### src/rtl/sd_cmd_engine.sv
// SD/SDIO CMD-line engine: sends a 48-bit command with serial CRC7 on a split
// tristate pad and optionally captures an R48/R136 response with checks.
module sd_cmd_engine #(
    parameter int CLK_DIV      = 2,
    parameter int RESP_TIMEOUT = 64,
    parameter int NCC          = 8
) (
    input  logic         clk,
    input  logic         rst,
    input  logic         cmd_start,
    input  logic [5:0]   cmd_index,
    input  logic [31:0]  cmd_arg,
    input  logic [1:0]   resp_type,
    output logic         busy,
    output logic         done,
    output logic         timeout,
    output logic         crc_err,
    output logic [135:0] resp_data,
    output logic         sd_clk,
    output logic         sd_cmd_o,
    output logic         sd_cmd_oe,
    input  logic         sd_cmd_i
);

    localparam logic [15:0] DIV_LAST = 16'(CLK_DIV - 1);
    localparam logic [15:0] TO_LAST  = 16'(RESP_TIMEOUT - 1);
    localparam logic [15:0] NCC_LAST = 16'(NCC - 1);

    typedef enum logic [2:0] {
        S_IDLE, S_SEND, S_WAIT, S_RECV, S_CHECK, S_GAP
    } state_t;

    function automatic logic [6:0] crc7_step(input logic [6:0] c, input logic b);
        logic fb;
        fb = b ^ c[6];
        return {c[5:0], 1'b0} ^ (fb ? 7'h09 : 7'h00);
    endfunction

    function automatic logic [6:0] crc7_40(input logic [39:0] d);
        logic [6:0] c;
        c = '0;
        for (int i = 39; i >= 0; i--) c = crc7_step(c, d[i]);
        return c;
    endfunction

    // Clock divider; ticks mark the clk edge on which sd_clk changes level.
    logic [15:0] div_q;
    logic        sd_clk_q;
    logic        div_term, fall_tick, rise_tick;

    assign div_term  = (div_q == DIV_LAST);
    assign fall_tick = div_term & sd_clk_q;
    assign rise_tick = div_term & ~sd_clk_q;

    always_ff @(posedge clk or posedge rst) begin
        if (rst) begin
            div_q    <= '0;
            sd_clk_q <= 1'b0;
        end else if (div_term) begin
            div_q    <= '0;
            sd_clk_q <= ~sd_clk_q;
        end else begin
            div_q    <= div_q + 16'd1;
        end
    end

    state_t         state_q, state_d;
    logic [15:0]    cnt_q, cnt_d;
    logic [39:0]    shreg_q, shreg_d;
    logic [6:0]     crc_q, crc_d;
    logic [135:0]   resp_q, resp_d;
    logic [1:0]     rtype_q, rtype_d;
    logic           o_q, o_d, oe_q, oe_d;
    logic           busy_q, busy_d, done_q, done_d;
    logic           timeout_q, timeout_d, crc_err_q, crc_err_d;
    logic [15:0]    rx_last;

    assign rx_last = (rtype_q == 2'd3) ? 16'd135 : 16'd47;

    always_ff @(posedge clk or posedge rst) begin
        if (rst) begin
            state_q   <= S_IDLE;
            cnt_q     <= '0;
            shreg_q   <= '0;
            crc_q     <= '0;
            resp_q    <= '0;
            rtype_q   <= '0;
            o_q       <= 1'b1;
            oe_q      <= 1'b0;
            busy_q    <= 1'b0;
            done_q    <= 1'b0;
            timeout_q <= 1'b0;
            crc_err_q <= 1'b0;
        end else begin
            state_q   <= state_d;
            cnt_q     <= cnt_d;
            shreg_q   <= shreg_d;
            crc_q     <= crc_d;
            resp_q    <= resp_d;
            rtype_q   <= rtype_d;
            o_q       <= o_d;
            oe_q      <= oe_d;
            busy_q    <= busy_d;
            done_q    <= done_d;
            timeout_q <= timeout_d;
            crc_err_q <= crc_err_d;
        end
    end

    always_comb begin
        state_d   = state_q;
        cnt_d     = cnt_q;
        shreg_d   = shreg_q;
        crc_d     = crc_q;
        resp_d    = resp_q;
        rtype_d   = rtype_q;
        o_d       = o_q;
        oe_d      = oe_q;
        busy_d    = busy_q;
        done_d    = 1'b0;
        timeout_d = timeout_q;
        crc_err_d = crc_err_q;

        unique case (state_q)
            S_IDLE: begin
                if (cmd_start) begin
                    shreg_d   = {2'b01, cmd_index, cmd_arg};
                    crc_d     = '0;
                    rtype_d   = resp_type;
                    resp_d    = '0;
                    timeout_d = 1'b0;
                    crc_err_d = 1'b0;
                    busy_d    = 1'b1;
                    cnt_d     = '0;
                    state_d   = S_SEND;
                end
            end
            S_SEND: begin
                // cnt counts bits already driven; the 49th fall ends the end bit.
                if (fall_tick) begin
                    if (cnt_q == 16'd48) begin
                        cnt_d   = '0;
                        o_d     = 1'b1;
                        oe_d    = (rtype_q == 2'd0);
                        state_d = (rtype_q == 2'd0) ? S_GAP : S_WAIT;
                    end else begin
                        oe_d  = 1'b1;
                        cnt_d = cnt_q + 16'd1;
                        if (cnt_q < 16'd40) begin
                            o_d     = shreg_q[39];
                            shreg_d = {shreg_q[38:0], 1'b0};
                            crc_d   = crc7_step(crc_q, shreg_q[39]);
                        end else if (cnt_q < 16'd47) begin
                            o_d   = crc_q[6];
                            crc_d = {crc_q[5:0], 1'b0};
                        end else begin
                            o_d   = 1'b1;
                        end
                    end
                end
            end
            S_WAIT: begin
                if (rise_tick) begin
                    if (!sd_cmd_i) begin
                        resp_d  = {resp_q[134:0], 1'b0};
                        cnt_d   = 16'd1;
                        state_d = S_RECV;
                    end else if (cnt_q == TO_LAST) begin
                        timeout_d = 1'b1;
                        cnt_d     = '0;
                        state_d   = S_GAP;
                    end else begin
                        cnt_d = cnt_q + 16'd1;
                    end
                end
            end
            S_RECV: begin
                if (rise_tick) begin
                    resp_d = {resp_q[134:0], sd_cmd_i};
                    if (cnt_q == rx_last) begin
                        cnt_d   = '0;
                        state_d = S_CHECK;
                    end else begin
                        cnt_d = cnt_q + 16'd1;
                    end
                end
            end
            S_CHECK: begin
                if (rtype_q == 2'd1)
                    crc_err_d = (crc7_40(resp_q[47:8]) != resp_q[7:1]) | ~resp_q[0];
                else
                    crc_err_d = ~resp_q[0];
                cnt_d   = '0;
                state_d = S_GAP;
            end
            S_GAP: begin
                if (fall_tick) begin
                    if (cnt_q == NCC_LAST) begin
                        done_d  = 1'b1;
                        busy_d  = 1'b0;
                        oe_d    = 1'b0;
                        o_d     = 1'b1;
                        cnt_d   = '0;
                        state_d = S_IDLE;
                    end else begin
                        cnt_d = cnt_q + 16'd1;
                    end
                end
            end
            default: state_d = S_IDLE;
        endcase
    end

    assign busy      = busy_q;
    assign done      = done_q;
    assign timeout   = timeout_q;
    assign crc_err   = crc_err_q;
    assign resp_data = resp_q;
    assign sd_clk    = sd_clk_q;
    assign sd_cmd_o  = o_q;
    assign sd_cmd_oe = oe_q;

endmodule
### config.mk
export PLATFORM = sky130hd
export DESIGN_NAME = sd_cmd_engine
export DESIGN_NICKNAME = d
export VERILOG_FILES = /design/src/rtl/sd_cmd_engine.sv
export SDC_FILE = /design/constraint.sdc
export NUM_CORES = 1
export LEC_CHECK = 0
export ABC_AREA = 1
export ABC_CLOCK_PERIOD_IN_PS = 10600
export BUFFER_PORTS_ARGS = -buffer_cell sky130_fd_sc_hd__buf_2
export CORE_UTILIZATION = 40
export DETAILED_ROUTE_END_ITERATION = 12
export HOLD_SLACK_MARGIN = 0.08
export PLACE_DENSITY = 0.71
export SYNTH_ARGS = -nofsm -noshare
export SYNTH_HDL_FRONTEND = slang
export SYNTH_SLANG_ARGS = --single-unit
### constraint.sdc
create_clock -name clk -period 10.6 [get_ports clk]
set_input_delay 2.12 -clock clk [delete_from_list [all_inputs] [get_ports clk]]
set_output_delay 2.12 -clock clk [all_outputs]
set_load 0.01 [all_outputs]
# After elaboration in Yosys (flattened, before gate mapping)
# Index checks and enable logic that the tools add are counted.
[totals]
regBits = 227
input_bits = 44
out_inout_bits = 143
[op_classes]
n_addsub = 2
n_lt_le_gt_ge = 2
n_eq_ne = 28
n_mux = 106
bitwise_logic = 85
reduce_logical = 19
[op_table]
columns = ["operator", "count"]
rows = [
  ["2-to-1 mux 136 bit", 4],
  ["one-hot mux 136 bit (3 select lines)", 1],
  ["XOR 7 x 4 -> 7 bit", 38],
  ["2-to-1 mux 16 bit", 11],
  ["2-to-1 mux 4 bit", 41],
  ["2-to-1 mux 40 bit", 4],
  ["one-hot mux 16 bit (6 select lines)", 1],
  ["one-hot mux 40 bit (2 select lines)", 1],
  ["XOR 1 bit", 37],
  ["2-to-1 mux 7 bit", 5],
  ["2-to-1 mux 3 bit", 11],
  ["adder 16 x 1 -> 16 bit, second input constant", 2],
  ["equality test 16 x 6 -> 1 bit, second input constant", 2],
  ["< comparator 16 x 6 -> 1 bit, second input constant", 2],
  ["inequality test 2 bit, second input constant", 13],
  ["AND reduction 5 bit", 4],
  ["2-to-1 mux 1 bit", 19],
  ["one-hot mux 3 bit (6 select lines)", 1],
  ["equality test 16 x 1 -> 1 bit, second input constant", 1],
  ["equality test 16 x 3 -> 1 bit, second input constant", 1],
  ["equality test 16 x 8 -> 1 bit", 1],
  ["one-hot mux 7 bit (2 select lines)", 1],
  ["one-hot mux 1 bit (2 select lines)", 5],
  ["nonzero test 2 bit", 5],
  ["other kinds (22)", 31],
]

# Longest topological paths before layout
# Gate-level depths: netlist of the first run.
[depth]
word_depth = 117
depth_mapped = 33

# Least setup slack after synthesis of the first run
# No wires, ideal clock.
[synth_timing]
path_kind = "in2reg"
from = "input port sd_cmd_i"
to = "register resp_q[42] (netlist: resp_data[42])"
arrival_time_ns = 3.367
path_slack_ns = 7.151
stages = 9
path_cell_list = "inv_1 > nor2_1 > nor3_1 > nand2_1 > nor2_1 > clkbuf_1 > clkbuf_1 > nand3_1 > o21ai_0"
[synth_via]
elab_chain_cells = 2
[synth_lines]
columns = ["element", "line", "text"]
rows = [
  ["start, declared", "22", "input logic sd_cmd_i"],
  ["inequality test 2 bit (no line)", "-", ""],
  ["AND reduction 5 bit (no line)", "-", ""],
  ["end signal, assigned", "99", "resp_q <= resp_d;"],
  ["end, declared", "71", "logic [135:0] resp_q, resp_d;"],
]
# Every way passes these cells.
# A chain may end at the register's enable or synchronous reset.

# Final worst setup path of the first run
[layout_timing]
from = "input port sd_cmd_i"
to = "register resp_q[72] (netlist: resp_data[72])"
# The elaborated chain is that of the path after synthesis.

==> flow_metrics.tcl, run 1 <==
set metrics [dict create \
    status "finished clean" \
    dpl.hpwl_microns 18710 \
    drt_wl_total_microns 28440 \
    drtAntennaViolNets 0 \
    slew_viol_final 0 \
    totalPowerFinal_mw 2.700 \
    drt-initial-drc-count 637 \
    drive_above_1_share 0.1768 \
    gp_congestion 0.8888 \
    fin_crit_sh 0.4042 \
    grt_overflow 0 \
    p_per_area_mw_per_mm2 196.5 \
    reg2reg_depth 11 \
    ys_ff_latch 227 \
    cts_buffers 26 \
    rsz0062_at_grt "no" \
    grt_pass1_vias 9827 \
    end_kind "register" \
    syn_inst 1509 \
    fmax_mhz 233.4 \
    synth.avg_cell_area_sq_um 7.661 \
    skew_ns 0.008163 \
    peakVddDrop_mv 0.1336 \
    dieArea_sq_mm 0.02958 \
    initial_core_util 0.4116 \
    grt_max_degree 101 \
    clk_latency_ns 0.52 \
    worst_slack_ns 6.316 \
    synthSimpleGateAreaFrac 0.2729 \
    first_pass_iters 5 \
    finalNetCount 1708 \
    grt_pass1_wl_microns 47680 \
    viasPerCell 5.166 \
    synth_cell_types 36 \
    synthXorXnorAreaFrac 0.009850 \
    cp_max_fo 94 \
    cts_resized 0 \
    stdcell_count 2058 \
    synthAdderAreaFrac 0.004329 \
    hold_class "register to register" \
    coreArea_sq_mm 0.02809 \
    ys_seq_area_frac 0.4915 \
    tightestPinTransition_ns 0.9820 \
    root_buffer "clkbuf_16" \
    synth.cell_area_sq_mm 0.01156 \
    area_growth_pct 18.84 \
    tns_ns 0 \
    io_pins 187 \
    die_x_microns 172 \
    track_usage 0.1948 \
    slew_headroom 0.3453 \
    synthMuxAreaShare 0 \
    pre_cts_slack_ns 5.763 \
    holdWs_ns 0.4916 \
    fin_area_sq_mm 0.01374 \
    setup_viol 0 \
    crit_required_ns 11.05 \
    synth_compound_area_frac 0.1314 \
    cts.hold.buffers_added 0 \
    antenna_found_initial 0 \
    cts_setup_buffers 0 \
    cts_buffer_depth 3 \
    drc_errors 0 \
    critPathLaunchType "input port" \
    row_count 61 \
    finalCriticalPeriod_ns 4.284 \
    utilization 0.4891 \
    cts_tree "built" \
    diodes 0 \
    cts_max_level 1 \
    leakage_nw 7.338 \
    place_inst 2010 \
    crit_type "input port to register" \
    cts.sinks 227 \
    die_h_microns 172 \
    crit_arrival_ns 4.73 \
    placed_cell_area_sq_mm 0.01281 \
    portBuffers 186 \
    hold_depth 1 \
    clkTransAtPathRegs_ns 0.06 \
    avgRoutedWirePerCell_microns 13.82 \
    cap_violations 0 \
    finalHoldViolCount 0 \
    dr_total_vias 10630 \
    syn-num-nets 1557 \
    ys_warn_count 0 \
    synth_top_family_by_area "simple AND/OR/NAND/NOR gates" \
]
cell families (layout without fill, tap and decap cells):
group | after synthesis | count (layout)
AOI/OAI and AO/OA | 276 | 276
xor gates and xnor gates | 13 | 13
adders and majority gates | 4 | 4
buffers and inverters | 277 | 448
DFF | 227 | 227
and+or+nand+nor | 712 | 712
cell type report:
type	count	area [sq um]
Fill cell	2770	14350
Sequential cell	227	5682
Multi-Input combinational cell	1005	4878
Timing Repair Buffer	196	1006
Clock buffer	39	780.7
Inverter	204	773.2
Tap cell	378	473.0
Clock inverter	9	145.1
worst max-delay path, cell delays in order:
cell	delay (ns)
buf_2	0.11
inv_1	0.08
nor2_1	0.07
nor3_1	0.18
nand2_2	0.07
buf_4	0.32
nor2_4	0.57
buf_4	0.78
nand3_1	0.17
nand2_1	0.11
state kept, by name, indices dropped and copies added (netlist names):
| name | cells |
|---|---|
| crc_err | 1 |
| shreg_q | 40 |
| busy | 1 |
| cnt_q | 16 |
| done | 1 |
| sd_cmd_oe | 1 |
| sd_cmd_o | 1 |
| resp_data | 136 |
| rtype_q | 2 |
| crc_q | 7 |
| state_q | 3 |
| div_q | 16 |
| timeout | 1 |
| sd_clk | 1 |
metal layers:
layer / global-route usage / vias up / part of all wire
met5: 0 / - / 0
met4: 0.04733 / 0 / 0.018
met3: 0.04280 / 36 / 0.070
met2: 0.3072 / 292 / 0.45
met1: 0.2713 / 5054 / 0.46
li1: - / 5249 / -
cell usage in the layout (no fill, tap or decap), types with 2 or more instances in the layout:
master	synthesis	final
a21oi_1	16	15
nand3b_1	2	2
a221oi_1	3	3
nor4_1	7	7
a22oi_1	2	2
dfrtp_1	226	226
ha_1	4	4
o21ai_0	207	207
nand2_1	348	347
nand4_1	12	12
nor2_2	4	4
a31oi_1	2	2
nor2_1	54	51
xor2_1	8	8
nor3_1	17	16
inv_2	7	7
buf_2	1	186
xnor2_1	5	5
o41ai_1	2	2
nand2_2	37	38
bufinv_16	0	4
nor2_4	0	3
nand3_2	2	2
clkinv_2	0	5
nand3_1	227	227
o211ai_1	35	35
buf_4	0	10
clkbuf_16	0	27
clkbuf_8	0	6
clkbuf_1	69	6
inv_1	196	195
o22ai_1	4	4
cells in the mapped netlist, drive strengths merged:
cell type,count,area share
nand4,12,0.0065
buf,4,0.0014
nand3,229,0.10
o21ai,207,0.090
a31oi,2,0.0011
ha,4,0.0043
o211ai,35,0.023
a21oi,17,0.0077
nor2,58,0.020
o32ai,1,0.00076
a2bb2oi,1,0.00076
clkbuf,69,0.022
dfstp,1,0.0023
a32o,1,0.00087
inv,203,0.066
and3,1,0.00054
dfrtp,226,0.49
o22ai,4,0.0022
nand2,385,0.13
xnor2,5,0.0038
nor3b,1,0.00065
a22oi,2,0.0013
nor3,17,0.0074
nor4,7,0.0038
xor2,8,0.0061
o41ai,2,0.0015
a221oi,3,0.0023
o31ai,1,0.00065
clkinv,1,0.00032
nand3b,2,0.0013
final timing paths:
path,startpoint,to,slack [ns]
setup / recovery,sd_cmd_i,resp_data[72]$_DFFE_PP0P_,6.32
hold / removal,div_q[0]$_DFF_PP0_,div_q[0]$_DFF_PP0_,0.49
setup reg to reg,div_q[9]$_DFF_PP0_,resp_data[72]$_DFFE_PP0P_,6.97
hold reg to reg,div_q[0]$_DFF_PP0_,div_q[0]$_DFF_PP0_,0.49
max in group asynchronous,rst,resp_data[28]$_DFFE_PP0P_,6.70
min in group asynchronous,rst,resp_data[86]$_DFFE_PP0P_,1.73
report_power, final:
group          total, mW  internal, mW  switching, mW
logic              0.720         0.155          0.565
clock network      0.964         0.604          0.361
registers           1.02         0.969         0.0464
No activity file was read; power rests on OpenSTA's default activity.
==> run 2, diff against run 1 <==
--- a/config.mk
+++ b/config.mk
@@ -6,12 +6,12 @@
 export NUM_CORES = 1
 export LEC_CHECK = 0
 export ABC_AREA = 1
-export ABC_CLOCK_PERIOD_IN_PS = 10600
+export ABC_CLOCK_PERIOD_IN_PS = 3700
 export BUFFER_PORTS_ARGS = -buffer_cell sky130_fd_sc_hd__buf_2
 export CORE_UTILIZATION = 40
 export DETAILED_ROUTE_END_ITERATION = 12
 export HOLD_SLACK_MARGIN = 0.08
-export PLACE_DENSITY = 0.71
+export PLACE_DENSITY = 0.73
 export SYNTH_ARGS = -nofsm -noshare
 export SYNTH_HDL_FRONTEND = slang
 export SYNTH_SLANG_ARGS = --single-unit
==> constraint.sdc (replaced) <==
create_clock -name clk -period 3.7 [get_ports clk]
set_input_delay 0.74 -clock clk [delete_from_list [all_inputs] [get_ports clk]]
set_output_delay 0.74 -clock clk [all_outputs]
set_load 0.01 [all_outputs]
==> run 2 against run 1 <==
  * Design area barely moved
  * Count of clock-buffer cells in the layout rose by 3
  * Critical path type is now register to register
  * Non-clock buffer count rose by 9
  * Clock power rose by 150%
  * Register-to-register slack got worse by 6.3 ns
  * Worst hold slack got worse by 0.078 ns
  * Sequential cell count did not move
  * Die area did not move
  * Worst setup slack got worse by 5.7 ns
  * Combinational power rose to 3.0 times the previous value
==> flow_metrics.tcl, run 2 (synthesis gave the netlist of run 1 again) <==
set metrics [dict create \
    cts_buffers 26 \
    avgRoutedWirePerCell_microns 13.91 \
    io_pins 187 \
    grt_max_degree 91 \
    die_h_microns 172 \
    end_kind "register" \
    final_cell_mix "nand2_1, nand3_1, dfrtp_1" \
    cts.hold.buffers_added 0 \
    initial_core_util 0.4116 \
    clkTransAtPathRegs_ns 0.06 \
    crit_arrival_ns 3.53 \
    cts_max_level 1 \
    crit_type "register to register" \
    p_per_area_mw_per_mm2 544.4 \
    slew_headroom 0.3449 \
    root_buffer "clkbuf_16" \
    die_x_microns 172 \
    fmax_mhz 326.3 \
    fin_crit_sh 0.8282 \
    setup_viol 0 \
    clk_latency_ns 0.53 \
    coreArea_sq_mm 0.02809 \
    drc_errors 0 \
    finalHoldViolCount 0 \
    tns_ns 0 \
    area_growth_pct 18.87 \
    cp_cell_sequence "nor2_4 -> inv_1 -> nor2_1 -> inv_1 -> nor2_1 -> nor3_1 -> nand2_2 -> buf_4 -> o21ai_0 -> nand2_1" \
    viasPerCell 5.163 \
    skew_ns 0.01043 \
    drt-initial-drc-count 566 \
    cp_max_fo 90 \
    gp_congestion 0.8761 \
    final_common_cell "nand2_1" \
    row_count 61 \
    dr_total_vias 10660 \
    cts_resized 0 \
    placed_cell_area_sq_mm 0.01295 \
    grt_pass1_wl_microns 47810 \
    drt_wl_total_microns 28710 \
    grt_pass1_vias 9808 \
    rsz0062_at_grt "no" \
    drtAntennaViolNets 0 \
    largest_reg_flops 136 \
    drive_above_1_share 0.1767 \
    portBuffers 186 \
    critPathLaunchType "register" \
    finalCriticalPeriod_ns 3.064 \
    dieArea_sq_mm 0.02958 \
    finalNetCount 1717 \
    peakVddDrop_mv 0.3900 \
    status "finished clean" \
    cp_slowest_stage_delay_ns 0.60 \
    cts_setup_buffers 0 \
    tightestPinTransition_ns 0.9805 \
    critPathSlowestCell "buf_4" \
    crit_required_ns 4.17 \
    dpl.hpwl_microns 19570 \
    slew_viol_final 0 \
    diodes 0 \
    first_pass_iters 5 \
    cts_buffer_depth 3 \
    grt_overflow 0 \
    cts_tree "built" \
    antenna_found_initial 0 \
    fin_area_sq_mm 0.01374 \
    leakage_nw 7.324 \
    cts.sinks 227 \
    hold_class "input port to async pin" \
    holdWs_ns 0.4131 \
    cap_violations 0 \
    track_usage 0.1950 \
    totalPowerFinal_mw 7.480 \
]
## run 2: worst max-delay path: cells and delay by family, from the launching register on
family,cells,cell delay (ns)
and+or+nand+nor,6,1.40
buffers and inverters,3,0.83
DFF,1,0.49
AOI/OAI and AO/OA,1,0.20
## run 2: cell type report
cell class	count	area (sq um)
clock buffer	42	760.7
tap	378	473.0
inverter	204	769.5
timing repair buffer	205	1149
multi-input combinational	1005	4878
sequential	227	5682
clock inverter	3	28.78
fill	2791	14350
## run 2: power by group
group	total (mW)	internal, mW	leakage, nW	switching (mW)
registers	2.91	2.78	3.07	0.132
clock network	2.40	1.40	0.380	1.00
logic	2.17	0.514	3.87	1.66
## run 2: routing by layer
metal  GRT usage  vias up  routed length, microns
met2      0.3036      310                   12900
met4     0.06041        0                     766
met1      0.2726     5033                   13160
li1            -     5264                       -
met5           0        -                       0
met3     0.03822       50                    1887
## run 2: stage by stage
stage / setup slack, ns / utilization / std cells
2_1_floorplan: -0.005175 / - / 1509
3_3_place_gp: 0.7509 / 0.4611 / 2019
3_5_place_dp: 0.6642 / 0.4611 / 2019
4_1_cts: 0.6607 / 0.4892 / 2064
5_1_grt: 0.1536 / 0.4892 / 2064
6_report: 0.6356 / 0.4892 / 2064
## run 2: path summary, 6_finish.rpt
check / from / cells after the start / slack [ns] / to
hold / removal: rst / 2 / 0.41 / resp_data[87]$_DFFE_PP0P_
max in group asynchronous: rst / 3 / 2.48 / resp_data[127]$_DFFE_PP0P_
min in group clk: resp_type[1] / 3 / 0.44 / rtype_q[1]$_DFFE_PP0P_
setup reg to reg: state_q[2]$_DFFE_PP0P_ / 10 / 0.64 / resp_data[100]$_DFFE_PP0P_
setup / recovery: state_q[2]$_DFFE_PP0P_ / 10 / 0.64 / resp_data[100]$_DFFE_PP0P_
hold reg to reg: div_q[15]$_DFF_PP0_ / 1 / 0.48 / div_q[15]$_DFF_PP0_
==> run 3, diff against run 2 <==
==> config.mk (replaced) <==
export PLATFORM = sky130hd
export DESIGN_NAME = sd_cmd_engine
export DESIGN_NICKNAME = d
export VERILOG_FILES = /design/src/rtl/sd_cmd_engine.sv
export SDC_FILE = /design/constraint.sdc
export NUM_CORES = 1
export LEC_CHECK = 0
export ABC_AREA = 0
export ABC_CLOCK_PERIOD_IN_PS = 2800
export BUFFER_PORTS_ARGS = -buffer_cell sky130_fd_sc_hd__buf_2
export CORE_UTILIZATION = 40
export DETAILED_ROUTE_END_ITERATION = 12
export HOLD_SLACK_MARGIN = 0.08
export PLACE_DENSITY = 0.74
export SYNTH_ARGS = -nofsm -noshare
export SYNTH_HDL_FRONTEND = slang
export SYNTH_SLANG_ARGS = --single-unit
==> constraint.sdc (replaced) <==
create_clock -name clk -period 2.8 [get_ports clk]
set_input_delay 0.56 -clock clk [delete_from_list [all_inputs] [get_ports clk]]
set_output_delay 0.56 -clock clk [all_outputs]
set_load 0.01 [all_outputs]
==> run 3 against run 2 <==
  * The flow now finishes with violations (design-rule violations)
  * Global-route usage is 0.99 points lower
  * Critical path depth fell by 2
  * Final cell count decreased by 17%
  * Worst hold slack worse by 0.19 ns
  * Synthesized cell count fell by 22%
==> flow_metrics.tcl, run 3 <==
set metrics [dict create \
    yosys-top-cells-area "dfrtp_1, nand2_1, nand3_1, xnor2_1, a31oi_1" \
    drive_above_1_share 0.2221 \
    dieArea_sq_mm 0.02761 \
    cts.sinks 227 \
    drt_wl_total_microns 26230 \
    r2r_slack_ns 0.06 \
    portBuffers 186 \
    synth_edf_count 0 \
    peakVddDrop_mv 0.4993 \
    synth_cell_types 51 \
    first_pass_iters 9 \
    ys_seq_area_frac 0.5270 \
    utilization 0.5079 \
    async_flop_share 1.000 \
    drc_errors 32 \
    gp_congestion 0.8551 \
    dpl.hpwl_microns 16830 \
    reg2reg_depth 8 \
    num-fill-cells 2351 \
    root_buffer "clkbuf_16" \
    coreArea_sq_mm 0.02628 \
    die_h_microns 166.2 \
    grt_pass1_vias 8330 \
    tightestPinTransition_ns 0.6279 \
    cap_violations 0 \
    track_usage 0.1850 \
    cp_max_fo 4 \
    rsz0062_at_grt "yes" \
    synth.avg_cell_area_sq_um 9.106 \
    worst_slack_ns 0.05669 \
    crit_arrival_ns 3.14 \
    leakage_nw 7.171 \
    slew_headroom 0.5814 \
    finalHoldViolCount 0 \
    area_growth_pct 23.79 \
    ys_warn_count 0 \
    synth_area_leader_cell "dfrtp_1" \
    multiInputGateArea_sq_mm 0.004910 \
    end_kind "register" \
    ys_ff_latch 227 \
    grt_max_degree 138 \
    cts_buffer_depth 3 \
    hold_class "input port to async pin" \
    fin_crit_sh 0.9798 \
    drt-initial-drc-count 733 \
    yosysMostFrequentCell "nand2_1" \
    critPathLaunchType "register" \
    finalCriticalPeriod_ns 2.743 \
    syn-num-nets 1232 \
    status "finished, violations left" \
    synth_top_cell_area_share 0.5245 \
    cts_tree "built" \
    crit_required_ns 3.20 \
    syn_inst 1184 \
    pre_cts_slack_ns -0.07887 \
    synth.cell_area_sq_mm 0.01078 \
    holdWs_ns 0.2255 \
    final_cell_mix "nand2_1, dfrtp_1, buf_2" \
    p_per_area_mw_per_mm2 794.7 \
    antenna_found_initial 0 \
    fmax_mhz 364.5 \
    cts_max_level 1 \
    row_count 59 \
    clk_latency_ns 0.53 \
    crit_type "register to register" \
    yosys_most_used_dff "dfrtp_1" \
    die_x_microns 166.2 \
    io_pins 187 \
    cts_buffers 26 \
    violations "design-rule violations" \
    dr_total_vias 8904 \
    slew_viol_final 0 \
    synth_commonest_cells "nand2_1, dfrtp_1, nand3_1" \
    cts.hold.buffers_added 0 \
    drtAntennaViolNets 0 \
    grt_overflow 0 \
    rr_endpoint "crc_err$_DFFE_PP0P_" \
    skew_ns 0.01393 \
    setup_viol 0 \
    viasPerCell 5.183 \
    r2r-start "resp_data[38]$_DFFE_PP0P_" \
    final-seq-area_sq_mm 0.005683 \
    grt_pass1_wl_microns 42640 \
    final_common_cell "nand2_1" \
    finalNetCount 1412 \
    clkTransAtPathRegs_ns 0.06 \
    largest_reg_flops 136 \
    initial_core_util 0.4103 \
    avgRoutedWirePerCell_microns 15.27 \
]
## run 3: cell types whose count changed after synthesis, sizes merged, moves of 8 or more
cell and change:
o211ai -33, xnor3 +16, inv -192, o21ai -181, xnor2 +42, nand4 -8
xor2 +11, a31oi +39, nand3 -72, nor2b +11
## run 3: final cells by class
type | count | share of cell area
multi-input cells | 873 | 0.3679
clock buffers | 35 | 0.05662
diodes | 1 | 0.0001875
clock inverters | 11 | 0.01078
repair buffers | 225 | 0.1040
inverters | 11 | 0.003375
well taps | 335 | 0.03141
flip-flops and latches | 227 | 0.4258
## run 3: metal layers
| metal | global-route usage | vias to the layer above | routed length [microns] |
|---|---|---|---|
| met4 | 0.05161 | 0 | 513 |
| met1 | 0.2610 | 4308 | 11900 |
| met3 | 0.03813 | 38 | 1639 |
| met2 | 0.2886 | 268 | 12170 |
| li1 | - | 4290 | - |
| met5 | 0 | - | 0 |
## run 3: worst max-delay path by stage
stage	from	endpoint	slack [ns]	depth (start not counted)
after floorplan	rst	busy$_DFFE_PP0P_	-0.73	1
after global routing	resp_data[38]$_DFFE_PP0P_	crc_err$_DFFE_PP0P_	-0.03	8
after detailed placement	resp_data[44]$_DFFE_PP0P_	crc_err$_DFFE_PP0P_	-0.08	8
after global placement	resp_data[44]$_DFFE_PP0P_	crc_err$_DFFE_PP0P_	-0.04	8
after CTS	resp_data[42]$_DFFE_PP0P_	crc_err$_DFFE_PP0P_	0.002	8
final	resp_data[38]$_DFFE_PP0P_	crc_err$_DFFE_PP0P_	0.06	8
## run 3: timing repair
item                                    4_1_cts  5_1_grt
endpoints found under the setup margin        1      142
pin swaps                                     5       11
cloned                                        0        2
resized for setup                             3       12
buffers inserted                              0        4
## run 3: cell families (layout without fill, tap and decap cells)
family / Yosys count / after routing / share of synthesized area
other: 0 / 1 / 0
multiplexers: 4 / 4 / 0.003830
flip-flops: 227 / 227 / 0.5270
buffers and inverters: 84 / 282 / 0.03006
adder cells (fa/ha/maj): 4 / 4 / 0.004642
AND/OR/NAND/NOR: 669 / 669 / 0.2663
XOR/XNOR: 88 / 88 / 0.1070
AO/OA/AOI/OAI: 108 / 108 / 0.06116
## run 3: report_power, final
group | switching [mW] | total [mW] | internal [mW] | leakage, nW
logic | 2.07 | 3.09 | 1.02 | 3.70
clock network | 1.36 | 3.52 | 2.17 | 0.443
registers | 0.302 | 3.99 | 3.69 | 3.02
## run 3: stage by stage
step | std cells | power, mW | setup TNS [ns] | area [sq um]
after floorplan | 1184 | 6.061 | -163.89 | 10790
after global placement | 1665 | 6.924 | -0.04308 | 12260
after detailed placement | 1665 | 6.980 | -0.07887 | 12260
after CTS | 1711 | 10.54 | 0 | 13180
after global routing | 1717 | 11.23 | -0.03158 | 13340
final | 1718 | 10.61 | 0 | 13350
## run 3: worst max-delay path: stages (launching register included)
cell and delay [ns]:
dfrtp_1 0.43, xor3_2 0.49, xor2_2 0.23, xnor3_2 0.36, xnor2_4 0.20, xor3_2 0.41
xnor2_2 0.18, mux2i_1 0.21, a31oi_1 0.10
